--- src/rtl/lzc_pipelined.sv ---
// rtl/lzc_pipelined.sv - pipelined leading zero/one counter; LZC_NORMALIZE_EN adds the out_norm shifter
module lzc_pipelined #(
    parameter int DATA_WIDTH  = 16,
    parameter int PIPE_STAGES = 2,
    parameter int TAG_WIDTH   = 1,
    localparam int CW = $clog2(DATA_WIDTH + 1)
) (
    input  logic                  clk,
    input  logic                  rst,
    input  logic                  in_valid,
    output logic                  in_ready,
    input  logic [DATA_WIDTH-1:0] in_data,
    input  logic                  in_mode,
    input  logic [TAG_WIDTH-1:0]  in_tag,
    output logic                  out_valid,
    input  logic                  out_ready,
    output logic [CW-1:0]         out_count,
    output logic                  out_all,
`ifdef LZC_NORMALIZE_EN
    output logic [DATA_WIDTH-1:0] out_norm,
`endif
    output logic [TAG_WIDTH-1:0]  out_tag
);
    localparam int LEVELS    = $clog2(DATA_WIDTH);
    localparam int PW        = 1 << LEVELS;
    localparam int NB        = (PIPE_STAGES > 1) ? PIPE_STAGES - 1 : 1;
    localparam int TREE_DONE = (PIPE_STAGES > 1) ? LEVELS : 0;
    localparam int LAST      = PIPE_STAGES - 1;

    // Node i of a level covers an MSB-first segment; index 0 is the most significant.
    typedef struct packed {
        logic [PW-1:0]         all;
        logic [PW-1:0][CW-1:0] cnt;
    } node_vec_t;

    function automatic node_vec_t reduce(input node_vec_t n, input int lo, input int hi);
        node_vec_t     r;
        logic          a_hi;
        logic          a_lo;
        logic [CW-1:0] c_hi;
        logic [CW-1:0] c_lo;
        r = n;
        for (int lvl = 0; lvl < LEVELS; lvl++) begin
            if (lvl >= lo && lvl < hi) begin
                for (int i = 0; i < PW / 2; i++) begin
                    if (i < (PW >> (lvl + 1))) begin
                        a_hi     = r.all[2*i];
                        a_lo     = r.all[2*i+1];
                        c_hi     = r.cnt[2*i];
                        c_lo     = r.cnt[2*i+1];
                        r.all[i] = a_hi & a_lo;
                        r.cnt[i] = a_hi ? c_hi + c_lo : c_hi;
                    end
                end
            end
        end
        return r;
    endfunction

    logic                  en;
    logic                  v_q    [PIPE_STAGES];
    logic [DATA_WIDTH-1:0] data_q [PIPE_STAGES];
    logic [TAG_WIDTH-1:0]  tag_q  [PIPE_STAGES];
    logic                  mode_q;
    node_vec_t             nodes_q[PIPE_STAGES];
    node_vec_t             nodes_d[PIPE_STAGES];
    node_vec_t             view   [PIPE_STAGES];
    node_vec_t             leaves;
    node_vec_t             root;

    assign en        = ~out_valid | out_ready;
    assign in_ready  = en;
    assign out_valid = v_q[LAST];

    // Padding leaves never match the mode, so they cannot extend a run.
    for (genvar i = 0; i < PW; i++) begin : g_leaf
        if (i < DATA_WIDTH) begin : g_bit
            assign leaves.all[i] = (data_q[0][DATA_WIDTH-1-i] == mode_q);
        end else begin : g_pad
            assign leaves.all[i] = 1'b0;
        end
        assign leaves.cnt[i] = {{(CW-1){1'b0}}, leaves.all[i]};
    end

    assign view[0] = leaves;
    for (genvar s = 1; s < PIPE_STAGES; s++) begin : g_view
        assign view[s] = nodes_q[s];
    end

    always_comb begin
        for (int s = 0; s < PIPE_STAGES; s++) nodes_d[s] = '0;
        for (int s = 1; s < PIPE_STAGES; s++) begin
            nodes_d[s] = reduce(view[s-1], (LEVELS * (s - 1)) / NB, (LEVELS * s) / NB);
        end
    end

    always_ff @(posedge clk) begin
        if (rst) begin
            mode_q <= 1'b0;
            for (int s = 0; s < PIPE_STAGES; s++) begin
                v_q[s]     <= 1'b0;
                data_q[s]  <= '0;
                tag_q[s]   <= '0;
                nodes_q[s] <= '0;
            end
        end else if (en) begin
            v_q[0]    <= in_valid;
            data_q[0] <= in_data;
            tag_q[0]  <= in_tag;
            mode_q    <= in_mode;
            for (int s = 1; s < PIPE_STAGES; s++) begin
                v_q[s]     <= v_q[s-1];
                data_q[s]  <= data_q[s-1];
                tag_q[s]   <= tag_q[s-1];
                nodes_q[s] <= nodes_d[s];
            end
        end
    end

    // With a single stage the whole tree sits after the input register.
    assign root      = reduce(view[LAST], TREE_DONE, LEVELS);
    assign out_count = out_valid ? root.cnt[0] : '0;
    assign out_all   = out_valid & root.all[0];
    assign out_tag   = out_valid ? tag_q[LAST] : '0;

`ifdef LZC_NORMALIZE_EN
    if (PIPE_STAGES > 1) begin : g_norm_reg
        logic [DATA_WIDTH-1:0] norm_q;
        always_ff @(posedge clk) begin
            if (rst) begin
                norm_q <= '0;
            end else if (en) begin
                norm_q <= nodes_d[LAST].all[0] ? '0
                        : data_q[(LAST > 0) ? LAST - 1 : 0] << nodes_d[LAST].cnt[0];
            end
        end
        assign out_norm = out_valid ? norm_q : '0;
    end else begin : g_norm_comb
        assign out_norm = (out_valid && !out_all) ? data_q[0] << out_count : '0;
    end
`endif

endmodule

--- config.mk ---
export PLATFORM = sky130hd
export DESIGN_NAME = lzc_pipelined
export DESIGN_NICKNAME = d
export VERILOG_FILES = /design/src/rtl/lzc_pipelined.sv
export SDC_FILE = /design/constraint.sdc
export NUM_CORES = 1
export LEC_CHECK = 0
export ABC_AREA = 1
export BUFFER_PORTS_ARGS = -buffer_cell sky130_fd_sc_hd__buf_2
export CAP_MARGIN = 20
export CORE_MARGIN = 5
export CORE_UTILIZATION = 40
export CTS_CLUSTER_DIAMETER = 50
export DETAILED_ROUTE_END_ITERATION = 16
export PLACE_DENSITY_LB_ADDON = 0.25
export SKIP_CTS_REPAIR_TIMING = 1
export SYNTH_ARGS = -nofsm -noshare
export SYNTH_HDL_FRONTEND = slang
export SYNTH_SLANG_ARGS = --single-unit
--- constraint.sdc ---
create_clock -name clk -period 3.65 [get_ports clk]
set_input_delay 0.365 -clock clk [delete_from_list [all_inputs] [get_ports clk]]
set_output_delay 0.365 -clock clk [all_outputs]
set_load 0.02 [all_outputs]
==> results.tsv, run 1 <==
metric	value	unit
crit-path max FO	10	
Setup crit end kind	flop	
insertion delay to the later sink of the worst-skew pair	0.28	ns
CP startpoint kind	flop	
FMAX	293	MHz
Max Buffers Root-to-Sink	2	
core footprint	5570	um2
synth unique cells	31	
DR vias/cell	4.29	
GRT Total Usage	10.8	%
Root Buffer	clkbuf_8	
num ports	31	
die area	7430	um2
Peak VDD IR	0.000169	V
Arr. time, crit path	3.45	ns
TritonCTS clock tree	yes	
post-layout util	47.2	%
total routed wirelength	3720	um
Antenna Cells	0	
dpl ws	0.122	ns
clock sink count	27	
vias post-DR	1608	
Inst Count DP	371	
syn_nets	318	
syn_area_per_cell	8.57	um2
Die Span Y	86.2	um
Initial Utilization	41.7	%
Hold Violations, Final	0	
final net count	351	
mapped cell area	2320	um2
Worst R2R Start	mode_q	
Critical Path Source	mode_q	
sequential cell area fraction in the yosys report	34.5	%
post-synth top area share	33.6	%
Die Wd	86.2	um
total power	934	uW
cell area after layout	2630	um2
H-tree Lvls	1	
Routed WL per cell	9.92	um
final std cells w/o fill	375	
Final Slew Violations	0	
Area Overhead vs Synth	13.2	%
GR Overflow Total	0	
layout cells sized above 1	24.4	%
Leak Pwr	1.42	nW
cell row count	27	
Crit Path Class	flop to flop	
Slew @ Worst Pin	0.408	ns
Max Cap Viol	0	
Yosys reg bits	27	
IO buf count	30	
Final ANT Viol Nets	0	
final setup violation count	0	
first-pass GRT wire length	6350	um
drt first pass iters	3	
worst hold margin	0.290	ns
initial antenna violation count	0	
RD Place Congestion	0.839	
Hold Path Origin	in_mode	
largest net degree at the start of global routing	28	
number of buffers created by CTS	3	
DRC violation total after the first TritonRoute iteration	64	
Yosys warnings	0	
post-DP HPWL	3030	um
cell taking the most area after synthesis	edfxtp_1	
clock skew	0.00317	ns
vias in the first global route	1546	
dominant cells by area after synthesis	edfxtp_1, inv_1, ha_1	
Worst-path clk slew	0.10	ns
TNS Setup	0	ns
drt drc	0	
Final WS setup	0.234	ns
PD cells	355	nW/um2
most frequent cells in the layout	inv_1, nand2_1, nor2_1	
Crit path required time	3.69	ns
Synth Instances	271	
run status	finished, final reports clean	
fin crit period	3.42	ns
Max-slew headroom	72.8	%
fin crit share	93.6	%
DP Area	2540	um2
commonest non-fill, non-tap cell in the layout	inv_1	
hold crit path type	primary input to flop	
-- state kept, by name (all words and copies together) (netlist names) --
signal and count:
tag_q 2, nodes_q 6, mode_q 1, data_q 16, v_q 2
-- worst paths after layout --
| check | endpoint | slack (ns) | cells after the start |
|---|---|---|---|
| max | nodes_q[1][3] | 0.23 | 19 |
| min reg2reg | v_q[0][1] | 0.56 | 2 |
| max reg2reg | nodes_q[1][3] | 0.23 | 19 |
| min | mode_q | 0.29 | 3 |
-- synth_stat cells --
library cell	n
a31oi_1	1
nand2_1	35
inv_2	2
nand3b_4	1
xnor2_4	2
nand3_1	12
and2_1	1
nand2_4	3
a21oi_1	6
xor2_2	1
or2_1	1
inv_1	77
nand3_2	2
dfxtp_1	1
o21ai_2	4
nor2_1	33
fa_1	7
nand2_2	7
xnor2_2	2
o21ai_0	3
xnor2_1	9
o21ai_1	2
buf_12	2
edfxtp_1	26
buf_2	3
a21boi_1	1
xor2_1	4
nand3b_1	1
ha_1	18
nor2_4	1
nor2_2	3
-- cell type report --
| type | count | area (um2) |
|---|---|---|
| fillers | 549 | 2950 |
| multi-input cells | 160 | 1200 |
| clock inverters | 1 | 5.00 |
| well taps | 72 | 90.1 |
| repair buffers | 33 | 193 |
| inverters | 79 | 297 |
| flip-flops and latches | 27 | 802 |
| clock buffers | 3 | 41.3 |
-- cell families after synthesis --
| logic type | count (synthesis) | synth area share [%] |
|---|---|---|
| AND/OR/NAND/NOR | 100 | 20.8 |
| buffers and inverters | 84 | 15.1 |
| flip-flops | 27 | 34.5 |
| adder cells (fa/ha/maj) | 25 | 15.7 |
| XOR/XNOR | 18 | 9.38 |
| AO/OA/AOI/OAI | 17 | 4.47 |
-- where the power goes --
group          leakage, nW  internal [mW]  switching, mW  total [mW]
clock network       0.0255         0.0769          0.103       0.180
registers            0.312          0.367         0.0152       0.382
logic                 1.09          0.154          0.218       0.372
-- worst max-delay path, cell delays in order (launching register included) --
cell	delay, ns
dfxtp_2	0.38
buf_12	0.16
xor2_1	0.18
inv_1	0.06
nor2_1	0.09
ha_1	0.14
inv_1	0.05
fa_1	0.46
nor2_2	0.14
inv_1	0.07
fa_2	0.35
xor2_1	0.13
nand2_1	0.08
a21boi_1	0.14
ha_1	0.37
nand3_2	0.10
nand3_1	0.07
nand2_1	0.06
nand3_1	0.08
a21oi_2	0.05
-- per-layer routing --
metal	global-route usage (%)	vias up	routed length (um)	part of all wire [%]
li1	-	872	-	-
met2	19.4	27	1810	49
met4	5.10	0	87	2.3
met5	0	-	0	0
met3	1.52	7	132	3.5
met1	12.6	702	1690	45
Note: power is estimated with default switching activity, not from simulation.
==> run 2, diff against run 1 <==
--- a/config.mk
+++ b/config.mk
@@ -8,9 +8,12 @@
 export ABC_AREA = 1
 export BUFFER_PORTS_ARGS = -buffer_cell sky130_fd_sc_hd__buf_2
 export CAP_MARGIN = 20
+export CELL_PAD_IN_SITES_DETAIL_PLACEMENT = 1
+export CELL_PAD_IN_SITES_GLOBAL_PLACEMENT = 1
 export CORE_MARGIN = 5
 export CORE_UTILIZATION = 40
 export CTS_CLUSTER_DIAMETER = 50
+export CTS_CLUSTER_SIZE = 8
 export DETAILED_ROUTE_END_ITERATION = 16
 export PLACE_DENSITY_LB_ADDON = 0.25
 export SKIP_CTS_REPAIR_TIMING = 1
==> run 2 against run 1 <==
  * Clock power increased by 3%
  * Critical endpoint is now nodes_q[1][4]
  * Worst hold slack got worse by 0.016 ns
  * Combinational power increased by 7.8%
  * Critical path depth down 1
  * Highest routed layer unchanged
==> results.tsv, run 2 (same netlist as run 1, synthesis figures left out) <==
metric	value	unit	change
layout cells sized above 1	25.2	%	+0.74 points
GRT Total Usage	13.4	%	+2.6 points
num ports	31		unchanged
Die Wd	86.2	um	unchanged
TNS Setup	0	ns	unchanged
R2R setup slack	0.13	ns	-0.10 ns
Reg power frac	39.6	%	-1.3 points
PD cells	356	nW/um2	+0.27%
largest net degree at the start of global routing	28		unchanged
Area Overhead vs Synth	17.3	%	
fin crit share	96.4	%	+2.8 points
final net count	354		+0.85%
insertion delay to the later sink of the worst-skew pair	0.29	ns	about the same
Max Buffers Root-to-Sink	2		unchanged
Worst R2R Start	mode_q		
clock sink count	27		unchanged
post-DP HPWL	3540	um	+17%
Slowest-stage cell, CP	fa_1		
Crit Path Class	flop to flop		
Clock power frac	19.1	%	-0.2 points
Root Buffer	clkbuf_8		
vias post-DR	1720		+7.0%
GR Overflow Total	0		unchanged
CP Capture Point	nodes_q[1][4]		
cell row count	27		unchanged
first-pass GRT wire length	7860	um	+24%
switching share of total power	37.1	%	+1.0 points
Max Cap Viol	0		unchanged
CP top delay family	adder cells		
Final Slew Violations	0		unchanged
Worst-path clk slew	0.11	ns	about the same
Arr. time, crit path	3.56	ns	+0.11 ns
crit-path max FO	5		-5
worst hold margin	0.274	ns	-0.0158 ns
Top reg by flops	data_q		
Crit path required time	3.69	ns	about the same
Worst Reg2Reg Path Length in Cells	18		-1
Pint	611	uW	+2.3%
total power	971	uW	+3.9%
Buf+Inv Stages, Crit Path	5		+1
hold crit path type	primary input to flop		
final setup violation count	0		unchanged
H-tree Lvls	1		unchanged
crit-path max cell delay	0.43	ns	-0.03 ns
max reg flops	16		unchanged
TritonCTS clock tree	yes		
post-layout util	48.9	%	+1.7 points
number of buffers created by CTS	3		unchanged
Gate power share	41.3	%	+1.5 points
vias in the first global route	1799		+16%
Critical Path Source	mode_q		
initial antenna violation count	0		unchanged
core footprint	5570	um2	unchanged
run status	finished, final reports clean		
Antenna Cells	0		unchanged
Peak VDD IR	0.000152	V	-9.9%
DP Area	2540	um2	unchanged
DR vias/cell	4.55		+6.1%
total routed wirelength	4690	um	+26%
worst-path cell chain	buf_12, xnor2_4, inv_1, nor2_1, ha_1, inv_1, fa_1, inv_1, nand3_4, fa_2, xor2_1, nand2_1, a21boi_1, ha_1, inv_1, nor2_1, o21ai_0, a21oi_1		
drt first pass iters	4		+1
Slew @ Worst Pin	0.421	ns	+0.0125 ns
FMAX	284	MHz	-2.9%
die area	7430	um2	unchanged
commonest non-fill, non-tap cell in the layout	inv_1		
DRC violation total after the first TritonRoute iteration	54		-16%
Leak Pwr	1.46	nW	+2.3%
sw power	360	uW	+6.9%
Critical R2R Capture	nodes_q[1][4]		
drt drc	0		unchanged
Final ANT Viol Nets	0		unchanged
Initial Utilization	41.7	%	unchanged
CP most frequent cell	inv_1		
CP startpoint kind	flop		
most frequent cells in the layout	inv_1, nand2_1, nor2_1		
Hold Violations, Final	0		unchanged
Largest regs	data_q x16, nodes_q x6		
Setup crit end kind	flop		
Routed WL per cell	12.4	um	+25%
IO buf count	30		unchanged
RD Place Congestion	0.779		-7.1%
cell area after layout	2730	um2	+3.7%
fin crit period	3.52	ns	+0.102 ns
Die Span Y	86.2	um	unchanged
Max-slew headroom	71.9	%	-0.83 points
CP Depth	18		-1
clock skew	0.00866	ns	+0.00549 ns
run 2: cell types whose count changed in the layout (fill, tap and decap cells not counted), sizes merged:
cell,change
clkbuf,+2
clkinv,-1
buf,+2
run 2: worst min-delay path by stage:
stage / from / endpoint / slack, ns / cells past startpoint
2_1_floorplan: in_mode / mode_q / 0.48 / 2
3_3_place_gp: v_q[0][0] / v_q[0][1] / 0.52 / 2
3_5_place_dp: tag_q[0][0] / tag_q[0][1] / 0.55 / 2
4_1_cts: in_mode / mode_q / 0.28 / 3
5_1_grt: in_mode / mode_q / 0.30 / 3
6_report: in_mode / mode_q / 0.27 / 3
run 2: routing by layer:
layer,global-route usage (%),vias to the layer above,wire [um]
met5,0,-,0
met4,5.10,0,66
met3,1.71,5,141
met2,23.7,31,2350
met1,16.6,808,2140
li1,-,876,-
run 2: tightest hold or removal path: cells and delay by family:
kind / cells / cell delay (ns)
compound gates: 1 / 0.05
buf+inv: 1 / 0.07
simple gates: 1 / 0.04
run 2: power groups by stage:
stage | logic [mW] | registers, mW | clock network [mW]
after CTS | 0.381 | 0.382 | 0.190
after floorplan | 0.301 | 0.385 | 0
after global placement | 0.358 | 0.388 | 0
final | 0.401 | 0.385 | 0.186
after detailed placement | 0.380 | 0.389 | 0
after global routing | 0.465 | 0.388 | 0.208
run 2: metrics by stage:
stage / setup slack [ns] / cells
after floorplan: 0.268 / 271
after global placement: 0.119 / 371
after detailed placement: 0.0817 / 371
after CTS: 0.0650 / 375
after global routing: -0.0564 / 378
final: 0.132 / 378
run 2: final cells by class:
type,instances,area [um2]
clock buffer,4,45.0
multi-input combinational,160,1250
sequential,27,805
fill,687,2850
inverter,79,297
tap,72,90.1
timing repair buffer,36,238
